--- src/rtl/jtframe_romarb_pkg.sv ---
// rtl/jtframe_romarb_pkg.sv - shared types, constants and helpers for the ROM read arbiter
package jtframe_romarb_pkg;

  localparam int SDRAM_AW  = 22;
  localparam int MAX_SLOTS = 16;

  typedef enum logic [1:0] {
    IDLE = 2'd0,
    REQ  = 2'd1,
    WAIT = 2'd2
  } state_e;

  // Slot idx's word offset inside a packed offset vector widened to MAX_SLOTS entries
  function automatic logic [SDRAM_AW-1:0] slot_offset(
    input logic [MAX_SLOTS*SDRAM_AW-1:0] offsets,
    input int                            idx
  );
    return offsets[idx*SDRAM_AW +: SDRAM_AW];
  endfunction

endpackage

--- src/rtl/jtframe_romarb_slot.sv ---
// rtl/jtframe_romarb_slot.sv - one-word read cache, hit detect and registered slot_ok for one slot
module jtframe_romarb_slot
  import jtframe_romarb_pkg::*;
#(
  parameter int SAW = 19,
  parameter bit IS8 = 1'b0
) (
  input  logic           clk,
  input  logic           rst,
  input  logic           downloading,
  input  logic           cs,
  input  logic [SAW-1:0] addr,
  input  logic           fill_en,
  input  logic [SAW-1:0] fill_tag,
  input  logic [15:0]    fill_data,
  output logic [SAW-1:0] wa,
  output logic           miss,
  output logic           ok,
  output logic [15:0]    dout
);

  logic           valid_q, valid_d;
  logic [SAW-1:0] tag_q, tag_d;
  logic [15:0]    data_q, data_d;
  logic           ok_q, ok_d;
  logic [15:0]    dout_q, dout_d;
  logic           hit, fwd;

  // 8-bit slots return the addressed byte zero-extended; 16-bit slots the whole word
  function automatic logic [15:0] lane(input logic [15:0] w, input logic b0);
    if (!IS8) return w;
    return b0 ? {8'h00, w[15:8]} : {8'h00, w[7:0]};
  endfunction

  assign wa   = IS8 ? (addr >> 1) : addr;
  assign hit  = cs & valid_q & (tag_q == wa);
  // Forwarding the fill word lets slot_ok rise the cycle right after data_rdy
  assign fwd  = cs & fill_en & (fill_tag == wa);
  assign miss = cs & ~hit;
  assign ok   = ok_q;
  assign dout = dout_q;

  // Cache update, download flush and next slot_ok/slot_dout
  always_comb begin
    valid_d = valid_q;
    tag_d   = tag_q;
    data_d  = data_q;
    ok_d    = 1'b0;
    dout_d  = dout_q;
    if (downloading) begin
      valid_d = 1'b0;
    end else begin
      if (fill_en) begin
        valid_d = 1'b1;
        tag_d   = fill_tag;
        data_d  = fill_data;
      end
      if (hit) begin
        ok_d   = 1'b1;
        dout_d = lane(data_q, addr[0]);
      end else if (fwd) begin
        ok_d   = 1'b1;
        dout_d = lane(fill_data, addr[0]);
      end
    end
  end

  // Cache and output registers
  always_ff @(posedge clk or posedge rst) begin
    if (rst) begin
      valid_q <= 1'b0;
      tag_q   <= '0;
      data_q  <= '0;
      ok_q    <= 1'b0;
      dout_q  <= '0;
    end else begin
      valid_q <= valid_d;
      tag_q   <= tag_d;
      data_q  <= data_d;
      ok_q    <= ok_d;
      dout_q  <= dout_d;
    end
  end

endmodule

--- src/rtl/jtframe_romarb.sv ---
// rtl/jtframe_romarb.sv - N-slot cached SDRAM read arbiter with fixed-priority or round-robin grant
module jtframe_romarb
  import jtframe_romarb_pkg::*;
#(
  parameter int                         SLOTS   = 4,
  parameter int                         SAW     = 19,
  parameter logic [SLOTS-1:0]           DW8     = '0,
  parameter logic [SLOTS*SDRAM_AW-1:0]  OFFSETS = '0,
  parameter bit                         RR      = 1'b0
) (
  input  logic                  clk,
  input  logic                  rst,
  input  logic                  downloading,
  input  logic [SLOTS-1:0]      slot_cs,
  input  logic [SLOTS*SAW-1:0]  slot_addr,
  output logic [SLOTS-1:0]      slot_ok,
  output logic [SLOTS*16-1:0]   slot_dout,
  output logic                  sdram_req,
  output logic [SDRAM_AW-1:0]   sdram_addr,
  input  logic                  sdram_ack,
  input  logic                  data_rdy,
  input  logic [15:0]           data_read
);

  localparam int GW = (SLOTS > 1) ? $clog2(SLOTS) : 1;
  localparam logic [MAX_SLOTS*SDRAM_AW-1:0] OFF_ALL = (MAX_SLOTS*SDRAM_AW)'(OFFSETS);

  state_e              state_q, state_d;
  logic                req_q, req_d;
  logic [SDRAM_AW-1:0] addr_q, addr_d;
  logic [SAW-1:0]      tag_q, tag_d;
  logic [GW-1:0]       gnt_q, gnt_d;
  logic [GW-1:0]       last_q, last_d;
  logic                discard_q, discard_d;
  logic                fill, fill_en;
  logic                arb_found;
  logic [GW-1:0]       arb_idx, arb_scan;
  logic [SDRAM_AW-1:0] arb_addr;
  logic [SLOTS-1:0]    miss;
  logic [SAW-1:0]      wa [SLOTS];

  for (genvar i = 0; i < SLOTS; i++) begin : g_slot
    jtframe_romarb_slot #(
      .SAW (SAW),
      .IS8 (DW8[i])
    ) u_slot (
      .clk         (clk),
      .rst         (rst),
      .downloading (downloading),
      .cs          (slot_cs[i]),
      .addr        (slot_addr[i*SAW +: SAW]),
      .fill_en     (fill_en && (gnt_q == GW'(i))),
      .fill_tag    (tag_q),
      .fill_data   (data_read),
      .wa          (wa[i]),
      .miss        (miss[i]),
      .ok          (slot_ok[i]),
      .dout        (slot_dout[i*16 +: 16])
    );
  end

  // Pick the winning missing slot: lowest index, or first after last_grant in round-robin
  always_comb begin
    arb_found = 1'b0;
    arb_idx   = '0;
    arb_scan  = '0;
    for (int k = 0; k < SLOTS; k++) begin
      arb_scan = RR ? GW'((int'(last_q) + 1 + k) % SLOTS) : GW'(k);
      if (!arb_found && miss[arb_scan]) begin
        arb_found = 1'b1;
        arb_idx   = arb_scan;
      end
    end
    arb_addr = SDRAM_AW'(wa[arb_idx]) + slot_offset(OFF_ALL, int'(arb_idx));
  end

  // A fill seen while downloading (or after it started mid-transaction) is dropped
  assign fill_en    = fill & ~discard_q & ~downloading;
  assign sdram_req  = req_q;
  assign sdram_addr = addr_q;

  // Request/ack/ready sequencing of the shared SDRAM read port
  always_comb begin
    state_d   = state_q;
    req_d     = req_q;
    addr_d    = addr_q;
    tag_d     = tag_q;
    gnt_d     = gnt_q;
    last_d    = last_q;
    discard_d = discard_q;
    fill      = 1'b0;
    case (state_q)
      IDLE: begin
        discard_d = 1'b0;
        if (arb_found && !downloading) begin
          gnt_d   = arb_idx;
          last_d  = arb_idx;
          addr_d  = arb_addr;
          tag_d   = wa[arb_idx];
          req_d   = 1'b1;
          state_d = REQ;
        end
      end
      REQ: begin
        discard_d = discard_q | downloading;
        if (sdram_ack) begin
          req_d = 1'b0;
          if (data_rdy) begin
            fill    = 1'b1;
            state_d = IDLE;
          end else begin
            state_d = WAIT;
          end
        end
      end
      WAIT: begin
        discard_d = discard_q | downloading;
        if (data_rdy) begin
          fill    = 1'b1;
          state_d = IDLE;
        end
      end
      default: state_d = IDLE;
    endcase
  end

  // FSM and latched request registers; reset abandons any open request at once
  always_ff @(posedge clk or posedge rst) begin
    if (rst) begin
      state_q   <= IDLE;
      req_q     <= 1'b0;
      addr_q    <= '0;
      tag_q     <= '0;
      gnt_q     <= '0;
      last_q    <= GW'(SLOTS - 1);
      discard_q <= 1'b0;
    end else begin
      state_q   <= state_d;
      req_q     <= req_d;
      addr_q    <= addr_d;
      tag_q     <= tag_d;
      gnt_q     <= gnt_d;
      last_q    <= last_d;
      discard_q <= discard_d;
    end
  end

endmodule

--- config.mk ---
export PLATFORM = sky130hd
export DESIGN_NAME = jtframe_romarb
export DESIGN_NICKNAME = d
export VERILOG_FILES = /design/src/rtl/jtframe_romarb_pkg.sv /design/src/rtl/jtframe_romarb_slot.sv /design/src/rtl/jtframe_romarb.sv
export SDC_FILE = /design/constraint.sdc
export NUM_CORES = 1
export LEC_CHECK = 0
export BUFFER_PORTS_ARGS = -buffer_cell sky130_fd_sc_hd__buf_2
export CAP_MARGIN = 20
export CORE_ASPECT_RATIO = 2
export CORE_UTILIZATION = 35
export CTS_CLUSTER_DIAMETER = 120
export DETAILED_ROUTE_END_ITERATION = 6
export PLACE_DENSITY_LB_ADDON = 0.2
export SLEW_MARGIN = 5
export SYNTH_ARGS = -nofsm -noshare
export SYNTH_HDL_FRONTEND = slang
export SYNTH_HIERARCHICAL = 1
export SYNTH_SLANG_ARGS = --single-unit
export TNS_END_PERCENT = 30
--- constraint.sdc ---
create_clock -name clk -period 3.9 [get_ports clk]
set_clock_uncertainty 0.2 [all_clocks]
set_input_delay 0.78 -clock clk [delete_from_list [all_inputs] [get_ports clk]]
set_output_delay 0.78 -clock clk [all_outputs]
set_load 0.02 [all_outputs]
==> metrics.cfg, run 1 <==
[outcome]
outcome = completed

[sta]
relSlewSlack_pct = 29.4
finalSetupTns_ns = 0
drv_slew = 0
finalCritPeriodShare_pct = 93.5
fmax_ghz = 0.274
holdWs_ns = 0.0814
rsz0062_at_grt = no
worst_pin_slew_ns = 1.06
hold_viol_final = 0
min_period_ns = 3.65
finalSetupViolations = 0

[worst_setup_path]
crit_path_cell_trace = inv_1, ha_1, nand2_1, or4_1, nor3b_1, buf_4, nor2b_4, nand2_1, nor4_1, nand4_1, buf_4, nor3_1, nor3_2
slowest_stage = or4_1
path_max_fanout = 17
cp-start-kind = flip-flop
crit_buf_inv = 3
crit_required_ns = 4.12
cp.arrival_ns = 3.86
path_class = flip-flop to flip-flop
endpoint_kind = flip-flop
critical_path.top_delay_family = simple AND/OR/NAND/NOR gates
cpPeakStageDelay_ns = 0.49

[floorplanning]
core-area_um2 = 38900
dieArea_um2 = 40500
die_w_um = 143
die_h_um = 284
initial_utilization_pct = 35.6
num_rows = 102
ios = 192

[route]
via_per_inst = 5.47
vias = 10197
ant_nets = 0
drc = 0
drt_iter0_markers = 430
drt-total-wl_um = 48500
dr.pass1.iters = 5
wire_per_inst_um = 26.0

[placement]
dpl.hpwl_um = 37000
place.gp.congestion = 0.933
dp_cells = 1820
portBuffers = 188

[cts]
cts_tree = built
clock_latency_ns = 0.54
cts_buffers = 24
ctsHtreeMaxLevel = 1
cts_buffer_depth = 3
hold_buffers = 0
cts_resized = 0
path_clk_slew_ns = 0.07
post_cts_buffers = 0
cts_sinks = 237
root_buffer = clkbuf_16

[yosys]
synth_seq_cells = 237
syn_inst = 1213
yosysMostFrequentCell = dfrtp_1
synth_area_um2 = 13900
ys_seq_area_share_pct = 42.8
async_flop_share_pct = 100
synth_edf_count = 0
yosysTopAreaCell = dfrtp_1
synthDistinctLibCells = 45
ys.flop_type = dfrtp_1
synth_top_cells_by_count = dfrtp_1, mux2_2, nor4_1
synth_top_area_share_pct = 42.8
syn_area_per_cell_um2 = 11.4
ys_warn_count = 6
ys_top_cells_by_area = dfrtp_1, mux2_2, xor2_1

[layout]
area_growth_syn_to_layout_pct = 13.8
nFillCells = 3852
drive_above_1_share_pct = 40.3
utilization_pct = 40.6
fin_cells = 1863
antenna_cells = 0
layout.nets = 1433

[global_route]
grt_pass1_wl_um = 71500
grt_pass1_vias = 10837
overflow = 0
grt_max_degree = 75
antenna_found_initial = 0
grt_usage_pct = 24.4

[min_path]
hold_path_class = input pin to async pin

[flow_run]
drv_cap = 0

[pwr]
p_leak_nw = 7.55
ir_drop_mv = 0.366
power.density_nw_per_um2 = 541

final timing paths:
| kind | from | end | slack [ns] | cells past startpoint |
|---|---|---|---|---|
| worst max register to register | state_q[1] | g_slot[1].u_slot/dout[12] | 0.25 | 13 |
| max in group asynchronous | rst | g_slot[1].u_slot/dout[9] | 2.46 | 3 |
| min in group clk | g_slot[0].u_slot/valid_q | g_slot[0].u_slot/valid_q | 0.30 | 2 |
| worst min register to register | g_slot[0].u_slot/valid_q | g_slot[0].u_slot/valid_q | 0.30 | 2 |
| worst min-delay path | rst | sdram_addr[15] | 0.08 | 2 |
| worst max-delay path | state_q[1] | g_slot[1].u_slot/dout[12] | 0.25 | 13 |
kinds of logic (layout without fill, tap and decap cells):
logic type,count (synthesis),count (layout),share of synthesized area [%]
other cells,1,3,0.0270
mux,170,170,13.6
buf+inv,150,278,6.79
simple gates,442,442,22.4
xor+xnor,152,152,9.60
fa+ha+maj,5,5,0.451
compound gates,56,56,4.37
flops,237,237,42.8
placed cells by master, fill, tap and decap left out, types with 38 or more instances in the layout:
master	count
buf_2	187
buf_4	38
mux2_2	149
nor4_1	117
nor2b_1	49
dfrtp_1	237
xnor2_1	48
nor2b_4	45
nor3_2	40
nor3_1	91
xor2_1	104
layer usage:
metal / vias to the layer above / global-route usage (%) / wire (µm)
met5: - / 0 / 0
met4: 0 / 19.2 / 4330
met3: 167 / 2.53 / 1970
met2: 379 / 45.2 / 26200
met1: 5110 / 24.2 / 16000
li1: 4541 / - / -
registers in the layout, summed over array words and instances, names as in the netlist:
name	cells
g_slot.u_slot/tag_q	76
g_slot.u_slot/data_q	64
g_slot.u_slot/dout	64
sdram_addr	19
g_slot.u_slot/ok	4
g_slot.u_slot/valid_q	4
gnt_q	2
state_q	2
discard_q	1
sdram_req	1
per-stage QoR:
| step | power, mW | setup WS [ns] | cell area, µm² |
|---|---|---|---|
| floorplan | 5.02 | 0.577 | 13900 |
| global placement | 5.90 | 0.142 | 14900 |
| detailed placement | 5.94 | 0.126 | 14900 |
| CTS | 8.60 | 0.247 | 15800 |
| global route | 8.93 | 0.108 | 15800 |
| finish | 8.54 | 0.254 | 15800 |
where the power goes:
group	switching (mW)	leakage, nW	internal [mW]	total, mW
sequential	0.841	3.24	2.97	3.81
clock	1.04	0.420	1.58	2.62
combinational	1.14	3.89	0.969	2.11
area by class of cell:
| cell class | instances | area [µm²] | area share [%] |
|---|---|---|---|
| multi-input cells | 828 | 7040 | 44.6 |
| flip-flops and latches | 237 | 5930 | 37.6 |
| repair buffers | 226 | 1250 | 7.91 |
| clock buffers | 32 | 692 | 4.38 |
| well taps | 520 | 651 | 4.12 |
| clock inverters | 10 | 186 | 1.18 |
| inverters | 10 | 37.5 | 0.238 |
Note: power is estimated with default switching activity, not from simulation.
==> run 2: changes to the inputs <==
CORE_UTILIZATION = 40   (was 35)
==> metrics.cfg, run 2 (synthesis results as in run 1) <==
[outcome]
outcome = completed

[cts]
cts_sinks = 237
path_clk_slew_ns = 0.07
root_buffer = clkbuf_16
clock_latency_ns = 0.54
cts_buffers = 24
ctsHtreeMaxLevel = 1
cts_resized = 0
hold_buffers = 0
post_cts_buffers = 0
cts_tree = built
cts_buffer_depth = 3

[pwr]
p_leak_nw = 7.56
switching_share_pct = 35.2
p_total_mw = 8.53
p_sw_mw = 3.00
ir_drop_mv = 0.286
p_clk_share_pct = 31.0
power.density_nw_per_um2 = 543
pwr-share-seq_pct = 44.7
power_frac_comb_pct = 24.3
p_int_mw = 5.53

[layout]
area_growth_syn_to_layout_pct = 13.3
fin_cells = 1786
layout.nets = 1432
nFillCells = 3261
multi_input_area_um2 = 7040
utilization_pct = 45.9
final_common_cell = dfrtp_1
register_area_um2 = 5930
final_area_um2 = 15700
largest-register = g_slot.u_slot/tag_q
layout_common_cells = dfrtp_1, buf_2, mux2_2, nor4_1, xor2_1
drive_above_1_share_pct = 40.3
largest_reg_flops = 76

[route]
ant_nets = 0
drc = 0
drt_iter0_markers = 508
wire_per_inst_um = 25.5
vias = 10193
via_per_inst = 5.71
drt-total-wl_um = 45500
dr.pass1.iters = 5

[global_route]
antenna_found_initial = 1
grt_usage_pct = 26.0
grt_pass1_vias = 10635
overflow = 0
grt_max_degree = 71
grt_pass1_wl_um = 67800

[sta]
drv_slew = 0
worst_pin_slew_ns = 1.09
finalSetupViolations = 0
fmax_ghz = 0.285
min_period_ns = 3.50
setup_ws_ns = 0.397
hold_viol_final = 0
holdWs_ns = 0.0547
finalCritPeriodShare_pct = 89.8
relSlewSlack_pct = 27.0
finalSetupTns_ns = 0
rsz0062_at_grt = no

[placement]
placed_area_um2 = 14800
dp_worst_setup_slack_ns = 0.123
place.gp.congestion = 0.910
dpl.hpwl_um = 34400
dp_cells = 1740
portBuffers = 188

[worst_setup_path]
endpoint_kind = flip-flop
crit_required_ns = 4.11
cp-start-kind = flip-flop
path_class = flip-flop to flip-flop
worstRegToRegCells = 13
r2r-end = g_slot[1].u_slot/dout[11]
path_max_fanout = 17
cp.arrival_ns = 3.72
reg2reg_setup_slack_ns = 0.40
r2r_start = state_q[1]

[floorplanning]
core-area_um2 = 34200
initial_utilization_pct = 40.5
ios = 192
dieArea_um2 = 35500
die_w_um = 134
num_rows = 96
die_h_um = 265

[min_path]
hold_path_class = input pin to async pin

[flow_run]
drv_cap = 0

==> run 2: area by class of cell <==
type | count | share of cell area [%]
clock inverter | 12 | 1.28
sequential | 237 | 37.7
clock buffer | 32 | 4.40
antenna | 1 | 0.0159
timing repair buffer | 225 | 7.98
multi-input combinational | 828 | 44.8
tap | 441 | 3.51
inverter | 10 | 0.239
==> run 2: power groups by stage <==
stage	registers (mW)	clock network, mW	logic (mW)
after floorplan	3.57	0	1.45
after detailed placement	3.84	0	2.06
final	3.81	2.64	2.08
after CTS	3.80	2.69	2.07
after global routing	3.86	2.78	2.26
after global placement	3.83	0	2.01
==> run 2: how the worst max path moves through the flow <==
| stage | start | end |
|---|---|---|
| after global routing | state_q[1] | g_slot[1].u_slot/dout[11] |
| after CTS | state_q[1] | g_slot[1].u_slot/dout[11] |
| after detailed placement | slot_addr[7] | sdram_addr[12] |
| after global placement | slot_addr[7] | sdram_addr[12] |
| after floorplan | slot_addr[64] | sdram_addr[11] |
| final | state_q[1] | g_slot[1].u_slot/dout[11] |
==> run 2: critical path, stage by stage, from the launching register on <==
cell and delay (ns):
dfrtp_1 0.43, inv_1 0.11, ha_1 0.31, nand2_1 0.07, or4_1 0.49, nor3b_1 0.35, buf_4 0.19, nor2b_4 0.16
nand2_1 0.06, nor4_1 0.28, nand4_1 0.14, buf_4 0.23, nor3_1 0.28, nor3_2 0.08
==> run 2: per-layer routing <==
layer | vias up | wire (µm) | track usage [%] | part of all wire [%]
met4 | 0 | 3910 | 20.8 | 8.6
met1 | 5137 | 15800 | 26.5 | 35
li1 | 4545 | - | - | -
met3 | 159 | 1420 | 2.19 | 3.1
met2 | 352 | 24400 | 48.0 | 54
met5 | - | 0 | 0 | 0
